$ cat src/rtl/dut_sub_seq.sv
// -----------------------------------------------------------------------------
// dut_sub_seq
//   Multi-cycle unsigned subtractor. It computes diff = a - b (mod 2^WIDTH) and
//   a borrow flag. It processes CHUNK bits per cycle, least-significant chunk
//   first. Both sides use valid/ready handshakes. Only one transaction is in
//   flight at a time.
//
// Parameters
//   WIDTH  operand/result width in bits (>= 1)
//   CHUNK  bits processed per compute cycle (1..WIDTH)
//
// Ports
//   clk        clock, rising edge
//   rst        synchronous reset, active-low
//   in_valid   operands a/b presented
//   in_ready   block can accept operands (IDLE and not in reset)
//   a, b       minuend / subtrahend (unsigned)
//   out_valid  diff/borrow valid
//   out_ready  consumer accepts the result
//   diff       (a - b) mod 2^WIDTH
//   borrow     1 iff a < b (unsigned)
// -----------------------------------------------------------------------------
module dut_sub_seq #(
   parameter int WIDTH = 40,
   parameter int CHUNK = 8
) (
   input  logic             clk,
   input  logic             rst,
   input  logic             in_valid,
   output logic             in_ready,
   input  logic [WIDTH-1:0] a,
   input  logic [WIDTH-1:0] b,
   output logic             out_valid,
   input  logic             out_ready,
   output logic [WIDTH-1:0] diff,
   output logic             borrow
);

   localparam int NCHUNK = (WIDTH + CHUNK - 1) / CHUNK;
   localparam int IXW    = (NCHUNK > 1) ? $clog2(NCHUNK) : 1;

   typedef enum logic [1:0] {IDLE, CALC, DONE} state_t;

   state_t           state;
   logic [IXW-1:0]   idx;
   logic             brw;
   logic [WIDTH-1:0] a_sh;
   logic [WIDTH-1:0] b_sh;
   logic [CHUNK:0]   step;

   // Chunk subtract with borrow-in. The MSB of the result is the borrow-out:
   // it is set whenever the chunk difference went negative.
   function automatic logic [CHUNK:0] sub_chunk(input logic [CHUNK-1:0] x,
                                                input logic [CHUNK-1:0] y,
                                                input logic             bin);
      sub_chunk = {1'b0, x} - {1'b0, y} - {{CHUNK{1'b0}}, bin};
   endfunction

   // The operands shift right by CHUNK after every compute cycle, so the
   // current chunk is always the low CHUNK bits. On a partial last chunk the
   // bits above WIDTH-1 were shifted in as zeros. The borrow-out of that chunk
   // is therefore exactly the borrow at bit WIDTH-1.
   assign step = sub_chunk(a_sh[CHUNK-1:0], b_sh[CHUNK-1:0], brw);

   assign in_ready = rst && (state == IDLE);

   always_ff @(posedge clk) begin
      if (!rst) begin
         state     <= IDLE;
         idx       <= '0;
         brw       <= 1'b0;
         a_sh      <= '0;
         b_sh      <= '0;
         diff      <= '0;
         borrow    <= 1'b0;
         out_valid <= 1'b0;
      end else begin
         case (state)
            IDLE: begin
               if (in_valid) begin
                  a_sh  <= a;
                  b_sh  <= b;
                  idx   <= '0;
                  brw   <= 1'b0;
                  // Cleared so that chunks can be OR-ed into place below.
                  diff  <= '0;
                  state <= CALC;
               end
            end
            CALC: begin
               // Result bits that would land above WIDTH-1 fall off the
               // WIDTH-bit shift.
               diff <= diff | (WIDTH'(step[CHUNK-1:0]) << (idx * CHUNK));
               a_sh <= a_sh >> CHUNK;
               b_sh <= b_sh >> CHUNK;
               brw  <= step[CHUNK];
               idx  <= idx + 1'b1;
               if (idx == IXW'(NCHUNK - 1)) begin
                  borrow    <= step[CHUNK];
                  out_valid <= 1'b1;
                  state     <= DONE;
               end
            end
            DONE: begin
               if (out_ready) begin
                  out_valid <= 1'b0;
                  state     <= IDLE;
               end
            end
            default: begin
               out_valid <= 1'b0;
               state     <= IDLE;
            end
         endcase
      end
   end

endmodule

$ cat config.mk
export PLATFORM = sky130hd
export DESIGN_NAME = dut_sub_seq
export DESIGN_NICKNAME = d
export VERILOG_FILES = /design/src/rtl/dut_sub_seq.sv
export SDC_FILE = /design/constraint.sdc
export NUM_CORES = 1
export LEC_CHECK = 0
export ABC_AREA = 1
export CORE_MARGIN = 10
export CORE_UTILIZATION = 45
export CTS_BUF_LIST = sky130_fd_sc_hd__clkbuf_16
export CTS_CLUSTER_DIAMETER = 30
export DETAILED_ROUTE_END_ITERATION = 16
export PLACE_DENSITY = 0.74
export SYNTH_ARGS = -nofsm -noshare
export SYNTH_HDL_FRONTEND = slang
export SYNTH_SLANG_ARGS = --single-unit
$ cat constraint.sdc
create_clock -name clk -period 1.94 [get_ports clk]
set_input_delay 0.388 -clock clk [delete_from_list [all_inputs] [get_ports clk]]
set_output_delay 0.388 -clock clk [all_outputs]
set_load 0.02 [all_outputs]
==> metrics.md <==
| Metric | Value |
|---|---|
| Final ANT Viol Nets | `0` |
| Worst Path Max Fanout | `5` |
| Met2 routed WL | `7862 um` |
| Clock-pin slew on the worst setup and hold paths | `0.05 ns` |
| Final Hold Fails | `0` |
| Period utilisation layout | `106.0%` |
| R2R setup slack | `-0.12 ns` |
| Clk Latency, worst-skew pair | `0.41 ns` |
| Clock root buffer | `clkbuf_16` |
| Least-Margin Pin Slew | `0.5565 ns` |
| CTS tree | `yes` |
| Post-Route WL | `15810 um` |
| Die area | `17890 sq um` |
| IO Count | `127` |
| Critical path class | `flop to flop` |
| Port Buffers | `126` |
| P&R area growth vs syn | `38.04%` |
| Metal1 wirelength | `6919 um` |
| Layout cells sized above 1 | `11.10%` |
| Num CTS Buffers | `17` |
| CP max stage delay | `0.40 ns` |
| Setup Skew | `0.007194 ns` |
| Clk sinks | `128` |
| Starting density of the core | `45.95%` |
| Reg-to-reg startpoint | `brw` |
| Drc violations | `0` |
| Reg2Reg Capture Point | `diff[38]` |
| Met3 WL | `919 um` |
| VDD IR max | `0.6587 mV` |
| Crit-path slowest cell | `fa_2` |
| Worst reg2reg path depth | `14` |
| Number of library cell types mapped by synthesis | `33` |
| Hold path start | `b_sh[26]` |
| Largest net degree at the start of global routing | `62` |
| Drt first pass iters | `4` |
| Crit path DAT | `2.40 ns` |
| Grt total ovfl | `0` |
| CTS max path bufs | `2` |
| Gp weighted congestion | `0.7997` |
| Setup violators final | `25` |
| Violated checks | `setup timing` |
| Worst Hold Class | `flop to flop` |
| Routed length per instance | `13.92 um` |
| DRT iter0 DRCs | `318` |
| CP startpoint | `brw` |
| Fin crit period | `2.056 ns` |
| Mapped Avg Cell Area | `7.014 sq um` |
| Core region area | `12670 sq um` |
| Nets@finish | `1055` |
| Post-Syn Area | `5822 sq um` |
| CP Capture Point | `diff[38]` |
| Vias per cell | `4.897` |
| N_diodes | `0` |
| RSZ-0062 raised after global routing | `true` |
| Sequential share of the synthesized area | `44.01%` |
| Setup TNS | `-1.265 ns` |
| Worst path cell trace | `inv_2 > fa_2 > fa_2 > inv_2 > nand2_2 > nand2_2 > nand2_4 > nand2_2 > nand2_1 > nand2_1 > nand2_1 > inv_2 > nand3_1 > a21oi_2` |
| Power Dens Cells | `943.6 nW/um^2` |
| Initial antenna violation count | `0` |
| H-Tree Depth | `4` |
| Global Route Usage Sum | `17.50%` |
| CP endpoint kind | `flop` |
| Top Layer Used | `met4` |
| Cells after Synth | `830` |
| Detailed Place HPWL | `10960 um` |
| Max Cap Viol | `0` |
| Static Leak | `3.177 nW` |
| Overall Power | `7.583 mW` |
| Mapped Nets | `932` |
| Status | `finished with violations` |
| FMAX | `486.3 MHz` |
| Vias in the first global route | `5441` |
| Final Max Tran Viols | `0` |
| Cell Rows | `41` |
| Die width | `133.7 um` |
| Yosys warns | `0` |
| Via Count | `5563` |
| Fin worst setup slack | `-0.1163 ns` |
| Number of synthesized register bits | `128` |
| WP data required | `2.28 ns` |
| First-pass GRT wire length | `26060 um` |
| Slew Limit Headroom | `62.90%` |
| Die Ht | `133.7 um` |
| Critical path startpoint category | `flop` |
-- metrics by stage --
stage | util (%) | instances | instance area, sq um | hold WS (ns) | worst slack, ns
finish | 63.42 | 1136 | 8036 | 0.4595 | -0.1163
global placement | 57.88 | 1105 | 7333 | 0.4485 | -0.1545
CTS | 62.56 | 1136 | 7926 | 0.4601 | -0.09636
floorplan | - | 830 | 5827 | 0.4392 | 0.03947
detailed placement | 57.88 | 1105 | 7333 | 0.4520 | -0.1993
global route | 63.42 | 1136 | 8036 | 0.4707 | -0.2158
-- layout make-up --
type | instances | area [sq um]
Fill cell | 1142 | 4634
Multi-Input combinational cell | 591 | 2965
Sequential cell | 128 | 2564
Timing Repair Buffer | 158 | 1563
Clock buffer | 17 | 425.4
Inverter | 57 | 217.7
Tap cell | 172 | 215.2
Clock inverter | 13 | 86.33
-- cells in the mapped netlist (all sizes together) --
library cell,n,share of area [%]
nand2,193,12
nor2,142,9.5
dfxtp,128,44
a21oi,124,11
o21ai,70,6.0
inv,56,3.7
buf,31,3.1
clkbuf,23,1.5
nand3,20,1.8
ha,16,3.4
nand4,7,0.75
nand3b,4,0.52
nor3,3,0.45
xnor2,3,0.45
a211oi,2,0.34
fa,2,0.69
a21o,1,0.13
a22o,1,0.15
a31oi,1,0.11
clkinv,1,0.064
o21a,1,0.13
xor2,1,0.15
-- per-layer routing --
metal  vias up  track usage [%]
li1       2925                -
met2       112            29.32
met1      2514            20.97
met4         0            4.776
met5         -                0
met3        12            5.714
-- worst min path at each step --
stage	end	cells past startpoint
3_5_place_dp	b_sh[34]	2
6_report	b_sh[26]	2
3_3_place_gp	a_sh[14]	2
4_1_cts	b_sh[34]	2
2_1_floorplan	a_sh[39]	2
5_1_grt	b_sh[34]	2
-- power by group --
group | switching (mW) | internal, mW | leakage, nW
registers | 0.0977 | 2.81 | 1.05
logic | 1.06 | 0.816 | 1.86
clock network | 1.10 | 1.70 | 0.267
total | 2.25 | 5.33 | 3.18
-- worst max-delay path, delay by kind of cell, from the launching register on --
kind | cells | cell delay (ns)
flops | 1 | 0.33
buf+inv | 3 | 0.20
compound gates | 1 | 0.16
simple gates | 8 | 0.51
fa+ha+maj | 2 | 0.77
-- placed cells by master (no fill, tap or decap), types with 2 or more instances in the layout --
cell / count
o21ai_0: 33
inv_2: 10
buf_4: 27
clkinv_1: 4
buf_12: 5
nor2_1: 137
a21oi_2: 5
nand3_1: 13
clkbuf_16: 17
nor2_4: 4
fa_2: 2
dfxtp_1: 127
nand3b_1: 4
a21oi_1: 119
o21ai_1: 36
nand3_2: 7
nand2_4: 2
nor3_1: 2
clkinv_2: 3
ha_4: 4
clkdlybuf4s50_1: 125
nand2_1: 181
inv_1: 49
ha_1: 12
nand4_1: 7
nand2_2: 10
-- logic make-up after synthesis --
family | count (synthesis) | synth area share, %
buf+inv | 111 | 8.296
compound gates | 200 | 17.54
fa+ha+maj | 18 | 4.126
xor+xnor | 4 | 0.6019
simple gates | 369 | 25.42
flops | 128 | 44.01
-- flip-flops by register name, summed over array words and instances (netlist names) --
name,cells
borrow,1
a_sh,40
brw,1
state,2
out_valid,1
idx,3
b_sh,40
diff,40
-- repair_timing --
action	in CTS	in global routing
gates resized for setup	24	23
hold buffers	0	0
setup buffers	1	1
cloned	0	0
pin swaps	10	10
endpoints found under the setup margin	28	35
Note: power is estimated with default switching activity, not from simulation.
